--- src/rtl/fmap_column_reader.sv ---
`default_nettype none
// ============================================================================
// Module   : fmap_column_reader
// Purpose  : Streams a stored feature map out of its result BRAM as 3-row
//            vertical columns for a downstream 3x3 systolic convolution.
//            After the producer reports done, every 3-row band is walked
//            top to bottom, left to right, under ready/valid backpressure.
// Revision : 1.0 - initial release
// ----------------------------------------------------------------------------
// Ports
//   clk, rst            clock, synchronous active-high reset
//   start               request a full read pass (ignored while busy)
//   src_done            producer has finished writing the map
//   rd_addr0/1/2        BRAM read addresses for band rows r, r+1, r+2
//   rd_data0/1/2        BRAM read data, one cycle after the address
//   col_out             column: low lane = row r, middle = r+1, top = r+2
//   col_valid/col_ready column handshake
//   row_end             column is the last one of a band
//   last                column is the final column of the pass
//   busy                pass in progress (WAIT, RUN or DRAIN)
//   done                pass complete, held until the next accepted start
// Build option
//   FMAP_READER_SAT_EN  defined   : lanes saturate to 2^OUT_WIDTH-1
//                       undefined : lanes are the low OUT_WIDTH bits
// ============================================================================
module fmap_column_reader #(
   parameter int DATA_WIDTH = 22,
   parameter int OUT_WIDTH  = 8,
   parameter int IMG_W      = 222,
   parameter int IMG_H      = 222,
   parameter int ADDR_WIDTH = 18
) (
   input  logic                   clk,
   input  logic                   rst,
   input  logic                   start,
   input  logic                   src_done,
   output logic [ADDR_WIDTH-1:0]  rd_addr0,
   output logic [ADDR_WIDTH-1:0]  rd_addr1,
   output logic [ADDR_WIDTH-1:0]  rd_addr2,
   input  logic [DATA_WIDTH-1:0]  rd_data0,
   input  logic [DATA_WIDTH-1:0]  rd_data1,
   input  logic [DATA_WIDTH-1:0]  rd_data2,
   output logic [3*OUT_WIDTH-1:0] col_out,
   output logic                   col_valid,
   input  logic                   col_ready,
   output logic                   row_end,
   output logic                   last,
   output logic                   busy,
   output logic                   done
);

   // -------------------------------------------------------------------------
   // Constants
   // -------------------------------------------------------------------------
   localparam logic [2:0] c_IDLE  = 3'd0;
   localparam logic [2:0] c_WAIT  = 3'd1;
   localparam logic [2:0] c_RUN   = 3'd2;
   localparam logic [2:0] c_DRAIN = 3'd3;
   localparam logic [2:0] c_DONE  = 3'd4;

   localparam int c_CW = (IMG_W > 1) ? $clog2(IMG_W) : 1;
   localparam int c_RW = (IMG_H > 3) ? $clog2(IMG_H - 2) : 1;
   localparam int c_EW = 3 * OUT_WIDTH + 2;   // lanes + row_end + last

   localparam logic [c_CW-1:0] c_C_LAST = c_CW'(IMG_W - 1);
   localparam logic [c_RW-1:0] c_R_LAST = c_RW'(IMG_H - 3);

`ifdef FMAP_READER_SAT_EN
   localparam logic [DATA_WIDTH-1:0] c_LANE_MAX = DATA_WIDTH'((1 << OUT_WIDTH) - 1);
`endif

   // -------------------------------------------------------------------------
   // Declarations
   // -------------------------------------------------------------------------
   logic [2:0]            state_q, state_d;
   logic [c_CW-1:0]       c_q;
   logic [c_RW-1:0]       r_q;
   logic [ADDR_WIDTH-1:0] addr0_q, addr1_q, addr2_q;

   logic                  inflight_q;
   logic                  infl_row_end_q;
   logic                  infl_last_q;

   logic [c_EW-1:0]       fifo_q [2];
   logic                  wr_ptr_q, rd_ptr_q;
   logic [1:0]            count_q, count_d;

   logic                  w_run;
   logic                  w_load;
   logic                  w_pop;
   logic                  w_push;
   logic [2:0]            w_occ;
   logic                  w_issue;
   logic                  w_row_end;
   logic                  w_final;
   logic [3*OUT_WIDTH-1:0] w_lanes;
   logic [c_EW-1:0]       w_entry;

   // -------------------------------------------------------------------------
   // Lane conversion, applied as the returning word is written to the FIFO
   // -------------------------------------------------------------------------
   function automatic logic [OUT_WIDTH-1:0] f_lane(input logic [DATA_WIDTH-1:0] word);
`ifdef FMAP_READER_SAT_EN
      if (word > c_LANE_MAX) begin
         return {OUT_WIDTH{1'b1}};
      end
      return word[OUT_WIDTH-1:0];
`else
      return word[OUT_WIDTH-1:0];
`endif
   endfunction

   assign w_lanes = {f_lane(rd_data2), f_lane(rd_data1), f_lane(rd_data0)};
   assign w_entry = {infl_last_q, infl_row_end_q, w_lanes};

   // -------------------------------------------------------------------------
   // FSM: state register
   // -------------------------------------------------------------------------
   always_ff @(posedge clk) begin
      if (rst) begin
         state_q <= c_IDLE;
      end else begin
         state_q <= state_d;
      end
   end

   // -------------------------------------------------------------------------
   // FSM: next state
   // -------------------------------------------------------------------------
   always_comb begin
      state_d = state_q;
      case (state_q)
         c_IDLE, c_DONE: begin
            if (start) state_d = c_WAIT;
         end
         c_WAIT: begin
            if (src_done) state_d = c_RUN;
         end
         c_RUN: begin
            if (w_issue && w_final) state_d = c_DRAIN;
         end
         c_DRAIN: begin
            // Look at the post-cycle occupancy so that done rises the cycle
            // right after the final column is accepted. Any read still in
            // flight is a push this cycle and keeps count_d non-zero.
            if (count_d == 2'd0) state_d = c_DONE;
         end
         default: state_d = c_IDLE;
      endcase
   end

   // -------------------------------------------------------------------------
   // FSM: outputs
   // -------------------------------------------------------------------------
   always_comb begin
      busy  = 1'b0;
      done  = 1'b0;
      w_run = 1'b0;
      case (state_q)
         c_WAIT, c_DRAIN: busy = 1'b1;
         c_RUN: begin
            busy  = 1'b1;
            w_run = 1'b1;
         end
         c_DONE:  done = 1'b1;
         default: ;
      endcase
   end

   assign w_load = (state_q == c_WAIT) && src_done;

   // -------------------------------------------------------------------------
   // Read issue: a new read is allowed only if the FIFO can absorb it once
   // the outstanding read and this cycle's pop are accounted for.
   // -------------------------------------------------------------------------
   assign w_pop     = col_valid & col_ready;
   assign w_push    = inflight_q;
   assign w_occ     = {1'b0, count_q} + {2'b00, inflight_q} - {2'b00, w_pop};
   assign w_issue   = w_run && (w_occ < 3'd2);
   assign w_row_end = (c_q == c_C_LAST);
   assign w_final   = w_row_end && (r_q == c_R_LAST);

   // -------------------------------------------------------------------------
   // Band/column counters and read addresses.
   // The map is row-major, so base + c is contiguous across a band wrap
   // (base + IMG_W-1 is followed by (base + IMG_W) + 0): every address
   // simply steps by one per issued read, with no multiply.
   // The final read does not step, so the ports keep the last address.
   // -------------------------------------------------------------------------
   always_ff @(posedge clk) begin
      if (rst) begin
         c_q     <= '0;
         r_q     <= '0;
         addr0_q <= '0;
         addr1_q <= '0;
         addr2_q <= '0;
      end else if (w_load) begin
         c_q     <= '0;
         r_q     <= '0;
         addr0_q <= '0;
         addr1_q <= ADDR_WIDTH'(IMG_W);
         addr2_q <= ADDR_WIDTH'(2 * IMG_W);
      end else if (w_issue && !w_final) begin
         if (w_row_end) begin
            c_q <= '0;
            r_q <= r_q + 1'b1;
         end else begin
            c_q <= c_q + 1'b1;
         end
         addr0_q <= addr0_q + 1'b1;
         addr1_q <= addr1_q + 1'b1;
         addr2_q <= addr2_q + 1'b1;
      end
   end

   assign rd_addr0 = addr0_q;
   assign rd_addr1 = addr1_q;
   assign rd_addr2 = addr2_q;

   // -------------------------------------------------------------------------
   // In-flight tracking: flags travel alongside the read so they can be
   // attached to the column when its data returns.
   // -------------------------------------------------------------------------
   always_ff @(posedge clk) begin
      if (rst) begin
         inflight_q     <= 1'b0;
         infl_row_end_q <= 1'b0;
         infl_last_q    <= 1'b0;
      end else begin
         inflight_q     <= w_issue;
         infl_row_end_q <= w_issue && w_row_end;
         infl_last_q    <= w_issue && w_final;
      end
   end

   // -------------------------------------------------------------------------
   // Two-entry column FIFO. The head entry drives the outputs directly, so
   // a stalled column is held stable until it is accepted.
   // -------------------------------------------------------------------------
   assign count_d = count_q + {1'b0, w_push} - {1'b0, w_pop};

   always_ff @(posedge clk) begin
      if (rst) begin
         fifo_q[0] <= '0;
         fifo_q[1] <= '0;
         wr_ptr_q  <= 1'b0;
         rd_ptr_q  <= 1'b0;
         count_q   <= 2'd0;
      end else begin
         if (w_push) begin
            fifo_q[wr_ptr_q] <= w_entry;
            wr_ptr_q         <= ~wr_ptr_q;
         end
         if (w_pop) begin
            rd_ptr_q <= ~rd_ptr_q;
         end
         count_q <= count_d;
      end
   end

   assign {last, row_end, col_out} = fifo_q[rd_ptr_q];
   assign col_valid                = (count_q != 2'd0);

endmodule
`default_nettype wire

--- config.mk ---
export PLATFORM = sky130hd
export DESIGN_NAME = fmap_column_reader
export DESIGN_NICKNAME = d
export VERILOG_FILES = /design/src/rtl/fmap_column_reader.sv
export SDC_FILE = /design/constraint.sdc
export NUM_CORES = 1
export LEC_CHECK = 0
export ABC_CLOCK_PERIOD_IN_PS = 4100
export BUFFER_PORTS_ARGS = -buffer_cell sky130_fd_sc_hd__buf_4
export CORE_ASPECT_RATIO = 2
export CORE_MARGIN = 1
export CORE_UTILIZATION = 54
export CTS_CLUSTER_SIZE = 40
export DETAILED_ROUTE_END_ITERATION = 7
export PLACE_DENSITY = 0.8
export RECOVER_POWER = 50
export SYNTH_ARGS = -nofsm -noshare
export SYNTH_HDL_FRONTEND = slang
export SYNTH_SLANG_ARGS = --single-unit
--- constraint.sdc ---
create_clock -name clk -period 4.1 [get_ports clk]
set_input_delay 0.205 -clock clk [delete_from_list [all_inputs] [get_ports clk]]
set_output_delay 0.205 -clock clk [all_outputs]
set_load 0.05 [all_outputs]
After elaboration in Yosys (flattened, before gate mapping). Memories as Yosys holds them, arrays and structs flattened. A register that Yosys moved wholly into a read port is not among the register bits. Cells that the tools add are included. Widths: inputs -> output; s select.

Memories: 1. Bits in registers: 80. Input bits: 71. RAM bits: 52. Output and inout port bits: 83.

Memory list: fifo_q (words 2, width 26, read ports 1, clocked after memory_dff 1, write ports 2, RTL line 84) `logic [c_EW-1:0] fifo_q [2];`.

$add $sub $neg: 9. Mux-type cells: 23. Bitwise logic cells: 3. Eq/ne operators: 10. Reduce and logical (&&, ||, !) cells: 17. Order comparisons: 1.

Operator list (number): $add 18x1->18 const B (3); $mux 26 (1); $reduce_or 26->1 (1); $mux 8 (3); $mux 9 (2); $add 8x1->8 const B (2); $eq 8x8->1 const B (2); $mux 1 (12); $mux 3 (4); $pmux 3 s4 (1); $ne 2x2->1 const B (4); $eq 3x2->1 const B (2); $logic_and 1x1->1 (6); $reduce_and 4->1 (1); $reduce_bool 2->1 (2); $reduce_or 2->1 (2); $add 2x1->3 (1); $eq 3x1->1 const B (1); $eq 3x3->1 const B (1); $logic_not 3->1 (1); $lt 3x2->1 const B (1); $reduce_or 3->1 (1); $sub 3x1->3 (1); $add 2x1->2 (1); 6 further kinds (7).

Logic depth before layout (Yosys ltp). Gate-level depths: netlist of the first run.

Word-level depth: 8. Mapped depth: 12. Gate-level depth less buffers: 10.

Least setup slack after synthesis of the first run. Ideal clock, no wire load.

Path kind: register to register. Start: reg count_q[1]. End: reg addr1_q[13], in the netlist rd_addr1[13]. Clock period less this slack: 3.289 ns. Data arrival time: 3.217 ns. Cell stages (with the launch flop): 12. Buffers on the path: 1. Setup slack: 0.811 ns. Cell sequence: dfxtp_1 or2_2 and2_1 ha_1 inv_1 ha_1 fa_1 nor4b_4 buf_2 nand4_1 nor4b_1 mux2i_1.

Cells in the longest elaborated chain, start to end: 6. Elaborated cells between the ends (all ways): 7.

RTL lines: start: declaration (RTL line 86) `logic [1:0] count_q, count_d;`; start signal: assignment (RTL line 257) `count_q <= count_d;`; $reduce_bool 2->1 (RTL line 262) `assign col_valid = (count_q != 2'd0);`; named net col_valid (RTL line 44) `output logic col_valid,`; $and 1x1->1 (RTL line 176) `assign w_pop = col_valid & col_ready;`; named net w_pop (RTL line 90) `logic w_pop;`; $sub 3x1->3 (RTL line 178) `assign w_occ = {1'b0, count_q} + {2'b00, inflight_q} - {2'b00, w_pop};`; $lt 3x2->1 (RTL line 179) `assign w_issue = w_run && (w_occ < 3'd2);`; $logic_and 1x1->1 (RTL line 179); $logic_and 1x1->1 (RTL line 203) `end else if (w_issue && !w_final) begin`; end signal: assignment (RTL line 201) `addr1_q <= ADDR_WIDTH'(IMG_W);`; end signal: assignment (RTL line 211) `addr1_q <= addr1_q + 1'b1;`; end: declaration (RTL line 78) `logic [ADDR_WIDTH-1:0] addr0_q, addr1_q, addr2_q;`.

The timed path passes the listed nets, and every way through them passes these cells. A chain may end at the register's enable or synchronous reset.

Final worst setup path of the first run.
Start: reg count_q[1]. End: reg addr2_q[5], in the netlist rd_addr2[5].

Cells in the longest elaborated chain, start to end: 7. Elaborated cells between the ends (all ways): 8.

RTL lines: $reduce_bool 2->1 (RTL line 262); $and 1x1->1 (RTL line 176); named net w_pop (RTL line 90); $sub 3x1->3 (RTL line 178); $lt 3x2->1 (RTL line 179); $logic_and 1x1->1 (RTL line 179); $logic_and 1x1->1 (RTL line 203); $reduce_bool 2->1 (no line); end signal: assignment (RTL line 202) `addr2_q <= ADDR_WIDTH'(2 * IMG_W);`; end signal: assignment (RTL line 212) `addr2_q <= addr2_q + 1'b1;`; end: declaration (RTL line 78).

The timed path passes the listed nets, and every way through them passes these cells.

==> flow_metrics.py, run 1 <==
metrics = {
    "timing": {
        "grt_setup_unrepaired": "false",
        "period_share_pct": 85.0,
        "period_needed_ps": 3490,
        "final_max_slew_viol_count": 0,
        "worst_pin_slew_ps": 1160,
        "fmax_mhz": 287,
        "skew_ps": 9.05,
        "fin_setup_tns_ps": 0,
        "slew_headroom_pct": 22.7,
        "timing_hold_violations_final": 0,
        "setup_viol": 0,
    },
    "pwr": {
        "pwr_density_cell_nw_per_um2": 593,
        "power_leakage_nw": 2.78,
        "irDropWorstVdd_mv": 0.403,
    },
    "die": {
        "row_count": 56,
        "die_w_um": 79.7,
        "die_h_um": 157,
        "ios": 154,
        "initial_utilization_pct": 55.4,
        "die_area_um2": 12500,
        "core-area_um2": 11800,
    },
    "routing": {
        "drt-pass1-iter-count": 5,
        "dr_total_vias": 5489,
        "drc_errors": 0,
        "wl_met1_um": 5740,
        "first_iter_violations": 230,
        "dr_wl_met2_um": 8720,
        "final_antenna_net_count": 0,
        "wl_per_cell_um": 17.3,
        "routed.top_layer": "met4",
        "viasPerCell": 6.09,
        "drt_wl_total_um": 15500,
        "routed-wl-met3_um": 739,
    },
    "layout": {
        "antennaDiodeCount": 0,
        "drive_above_1_share_pct": 17.7,
        "fin_nets": 823,
        "final_area_um2": 7830,
        "final_common_cell": "dfxtp_1",
        "area_delta_synth_final_pct": 20.0,
        "final_cell_mix": "dfxtp_1, buf_4, clkbuf_1, edfxtp_1, nand2_1",
    },
    "clock_network": {
        "clkTransAtPathRegs_ps": 60,
        "htreeDepth": 4,
        "cts_tree": "yes",
        "cts_made_buffers": 17,
        "cts_buffer_depth": 2,
        "cts_hold_buf": 0,
        "clk_latency_ps": 410,
        "clock_sinks": 133,
        "root_buffer": "clkbuf_16",
        "cts_resized": 0,
        "cts_setup_buffers": 0,
    },
    "placement": {
        "io_buffers": 111,
        "gp_congestion": 0.834,
        "postPlaceCellArea_um2": 7460,
        "dp_hpwl_um": 10600,
    },
    "logic_synthesis": {
        "synth_flop_cell": "dfxtp_1",
        "yosysWarnings": 0,
        "synthesis.nets": 728,
        "yosys_register_bits": 133,
        "synthDistinctLibCells": 53,
        "async_flop_share_pct": 0,
        "synth_cells": 648,
        "seq_area_frac_synth_pct": 48.8,
        "synth_edf_count": 52,
        "syn_area_um2": 6520,
        "syn_avg_cell_area_um2": 10.1,
    },
    "status": {
        "outcome": "finished, final reports clean",
    },
    "worst_hold_path": {
        "hold_path_depth": 2,
        "holdCritPathClass": "in -> reg",
    },
    "setup_path": {
        "worst_ep_arrival_time_ps": 3820,
        "path_max_fanout": 13,
        "worstRegToRegCells": 11,
        "crit_type": "reg -> reg",
        "crit_path_start_kind": "flop",
        "cp-end-kind": "flop",
        "cp.required_ps": 4430,
    },
    "global_route": {
        "grt.overflow.total": 0,
        "antenna_found_initial": 0,
        "grt_max_degree": 76,
        "grt_pass1_vias": 5493,
        "grt_usage_pct": 25.9,
        "grt_first_pass_wirelength_um": 25500,
    },
    "run": {
        "maxCapViolCount": 0,
    },
}
[worst paths after layout]
path / startpoint / to / slack (ps)
min: rd_data1[1] / fifo_q[1][9] / 80
max: count_q[1] / rd_addr2[5] / 610
max reg2reg: count_q[1] / rd_addr2[5] / 610
min reg2reg: rd_addr0[17] / rd_addr0[17] / 480
[metrics by stage]
| step | setup slack (ps) | total power (W) | util (%) | hold WS, ps | instances |
|---|---|---|---|---|---|
| floorplan | 811 | 0.00274 | - | 403 | 648 |
| global placement | 755 | 0.00314 | 63.4 | 458 | 869 |
| detailed placement | 672 | 0.00319 | 63.4 | 464 | 869 |
| CTS | 645 | 0.00472 | 68.4 | 62.3 | 901 |
| global route | 387 | 0.00484 | 66.5 | 66.7 | 901 |
| finish | 615 | 0.00464 | 66.5 | 79.5 | 901 |
[power breakdown]
part | switching (W) | leakage (nW) | internal [W] | total [W]
clock | 0.000615 | 0.282 | 0.000910 | 0.00152
combinational | 0.000964 | 1.31 | 0.000464 | 0.00143
sequential | 0.000167 | 1.19 | 0.00152 | 0.00169
[logic make-up (layout without fill, tap and decap cells)]
family / Yosys count / after routing / share of synthesized area [%]
and+or+nand+nor: 297 / 297 / 27.4
adders and majority gates: 9 / 9 / 1.84
DFF: 133 / 133 / 48.8
muxes: 50 / 50 / 8.17
AOI/OAI and AO/OA: 95 / 95 / 9.46
buffers and inverters: 59 / 167 / 3.68
xor gates and xnor gates: 5 / 5 / 0.671
[flip-flops by register name, summed over array words and instances (netlist names), 2 cells and up, named ones only]
signal / count
rd_addr1: 18
state_q: 3
rd_addr0: 18
r_q: 8
count_q: 2
rd_addr2: 18
fifo_q: 52
c_q: 8
[critical path: stages (launching register included)]
cell,delay [ps]
dfxtp_1,340
or2_2,310
and2_0,200
ha_1,300
inv_1,40
ha_1,180
fa_1,540
nor4b_4,230
buf_4,230
nand3_1,300
or4_1,510
a31oi_1,220
[cells in the mapped netlist (6+ instances only)]
cell type | n | share of area, %
dfxtp_1 | 81 | 25
and2_1 | 59 | 5.7
edfxtp_1 | 52 | 24
nand2_1 | 43 | 2.5
or3_1 | 39 | 3.7
a21oi_1 | 31 | 2.4
clkbuf_1 | 27 | 1.6
nand3_1 | 27 | 2.1
mux2_2 | 26 | 4.5
mux2i_1 | 24 | 3.7
nand4_1 | 20 | 1.9
or4_1 | 19 | 2.2
nor3_1 | 18 | 1.4
o21ai_0 | 17 | 1.3
o31ai_1 | 17 | 2.0
nor2_1 | 16 | 0.92
buf_2 | 15 | 1.2
inv_1 | 13 | 0.75
and3_1 | 10 | 0.96
nor4_1 | 9 | 0.86
and4_1 | 8 | 1.1
ha_1 | 8 | 1.5
nor4b_1 | 7 | 0.94
a311oi_1 | 6 | 0.81
a31oi_1 | 6 | 0.58
[cell type report]
type	instances	area, um^2
sequential	133	3180
multi-input combinational	456	3120
fill	1005	3950
clock buffer	17	425
tap	145	181
clock inverter	15	168
inverter	13	48.8
timing repair buffer	122	698
[metal layers]
layer	vias to the layer above	GRT usage, %
met4	0	12.0
met1	2672	26.5
met2	163	48.3
met3	29	5.86
met5	-	0
li1	2625	-
Note: power is estimated with default switching activity, not from simulation.
==> inputs of run 2 (changes only) <==
==> constraint.sdc (replaced) <==
create_clock -name clk -period 4.1 [get_ports clk]
set_input_delay 0.41 -clock clk [delete_from_list [all_inputs] [get_ports clk]]
set_output_delay 0.41 -clock clk [all_outputs]
set_load 0.05 [all_outputs]
==> run 2 against run 1 <==
Against the previous run: the run now ends with max-capacitance violations, max-slew violations left; register-to-register slack worse by 60 ps; sequential cell count unchanged; cell count down 0.11%; utilization down 0.35 points; clock power down 7%; sequential share of layout area up 0.22 points; via count down 0.20%; fmax down 1.7%; setup slack worse by 61 ps; clock skew up 3.5 ps; die area unchanged; largest cell class unchanged; largest power group unchanged.
==> flow_metrics.py, run 2 (synthesis gave the netlist of run 1 again) <==
metrics = {
    "status": {
        "outcome": "finished, violations left",
        "violations": "max-capacitance violations, max-slew violations",
    },
    "routing": {
        "drt-pass1-iter-count": 5,
        "dr_total_vias": 5478,
        "viasPerCell": 6.09,
        "final_antenna_net_count": 0,
        "drc_errors": 0,
        "first_iter_violations": 199,
        "drt_wl_total_um": 15500,
        "wl_per_cell_um": 17.2,
    },
    "pwr": {
        "irDropWorstVdd_mv": 0.392,
        "power_leakage_nw": 2.76,
        "p_int_w": 0.00282,
        "pwr_density_cell_nw_per_um2": 581,
        "seqPwrFrac_pct": 37.2,
        "p_comb_share_pct": 31.6,
        "clkPwrFrac_pct": 31.2,
        "power_switching_w": 0.00170,
        "swShare_pct": 37.5,
    },
    "placement": {
        "dp_hpwl_um": 10700,
        "dp_slack_ps": 658,
        "io_buffers": 111,
        "gp_congestion": 0.837,
    },
    "timing": {
        "skew_ps": 12.5,
        "fmax_mhz": 282,
        "period_needed_ps": 3550,
        "setup_ws_ps": 554,
        "worst_pin_slew_ps": 2340,
        "slew_headroom_pct": -56.3,
        "timing_hold_violations_final": 0,
        "grt_setup_unrepaired": "false",
        "final_max_slew_viol_count": 57,
        "period_share_pct": 86.5,
        "fin_setup_tns_ps": 0,
        "setup_viol": 0,
    },
    "clock_network": {
        "htreeDepth": 4,
        "cts_tree": "yes",
        "cts_resized": 0,
        "cts_made_buffers": 17,
        "root_buffer": "clkbuf_16",
        "clk_latency_ps": 410,
        "cts_setup_buffers": 0,
        "clock_sinks": 133,
        "cts_buffer_depth": 2,
        "clkTransAtPathRegs_ps": 70,
        "cts_hold_buf": 0,
    },
    "die": {
        "core-area_um2": 11800,
        "initial_utilization_pct": 55.4,
        "row_count": 56,
        "die_h_um": 157,
        "die_w_um": 79.7,
        "die_area_um2": 12500,
        "ios": 154,
    },
    "global_route": {
        "grt_max_degree": 76,
        "grt_usage_pct": 25.7,
        "antenna_found_initial": 0,
        "grt_pass1_vias": 5594,
        "grt_first_pass_wirelength_um": 25300,
        "grt.overflow.total": 0,
    },
    "layout": {
        "area_delta_synth_final_pct": 19.3,
        "seq_area_um2": 3180,
        "largest_register_ff_count": 52,
        "fill_cells": 988,
        "multi_input_area_um2": 3120,
        "regMostFlops": "fifo_q",
        "final_cell_mix": "dfxtp_1, buf_4, clkbuf_1, edfxtp_1, nand2_1",
        "fin_nets": 822,
        "antennaDiodeCount": 0,
        "drive_above_1_share_pct": 17.4,
        "final_common_cell": "dfxtp_1",
    },
    "setup_path": {
        "cp.required_ps": 4390,
        "path_max_fanout": 25,
        "crit_path_start_kind": "flop",
        "crit_type": "reg -> reg",
        "cp-end-kind": "flop",
        "worst_ep_arrival_time_ps": 3840,
    },
    "run": {
        "maxCapViolCount": 1,
    },
    "worst_hold_path": {
        "holdCritPathClass": "in -> reg",
    },
}
-- run 2: cell count changes in the layout (fill, tap and decap cells not counted), sizes merged --
| cell | before | now |
|---|---|---|
| clkbuf | 75 | 80 |
| clkinvlp | 3 | 4 |
| inv | 20 | 15 |
| bufinv | 2 | 0 |
| buf | 64 | 63 |
| clkinv | 3 | 4 |
-- run 2: metal layers --
layer / share of wire [%] / global-route usage [%]
met1: 37 / 24.5
met2: 56 / 50.1
met3: 4.5 / 4.99
met4: 2.8 / 12.6
met5: 0 / 0
-- run 2: critical path, stage by stage, from the launching register on --
cell and delay [ps]:
dfxtp_1 340, or2_2 310, and2_1 190, ha_1 270
inv_1 40, ha_1 180, fa_1 420, xor2_1 380
nand2_1 300, buf_4 300, or4_1 510, a31oi_1 190
-- run 2: worst paths after layout --
path	start	to	slack, ps	depth (start not counted)
max reg2reg	count_q[1]	rd_addr1[4]	550	11
min reg2reg	rd_addr0[17]	rd_addr0[17]	470	2
min	rd_data0[5]	fifo_q[1][5]	280	2
max	count_q[1]	rd_addr1[4]	550	11
-- run 2: layout make-up --
type	instances	share of cell area, %
Multi-Input combinational cell	456	40.1
Tap cell	145	2.33
Clock buffer	22	6.24
Clock inverter	10	0.948
Sequential cell	133	40.9
Inverter	13	0.627
Timing Repair Buffer	121	8.87
-- run 2: through the flow --
stage	hold slack [ps]	instance area (um^2)	instances	utilization, %	power (W)
6_report	285	7780	900	66.1	0.00452
5_1_grt	274	7780	900	66.1	0.00471
4_1_cts	273	8010	900	68.1	0.00459
3_5_place_dp	461	7450	868	63.3	0.00317
3_3_place_gp	458	7450	868	63.3	0.00314
2_1_floorplan	460	6520	648	-	0.00274
-- run 2: power groups by stage --
| stage | registers (W) | clock network (W) | logic, W |
|---|---|---|---|
| floorplan | 0.00177 | 0 | 0.000975 |
| global placement | 0.00170 | 0 | 0.00144 |
| detailed placement | 0.00171 | 0 | 0.00146 |
| CTS | 0.00168 | 0.00143 | 0.00147 |
| global route | 0.00171 | 0.00149 | 0.00152 |
| finish | 0.00168 | 0.00141 | 0.00143 |
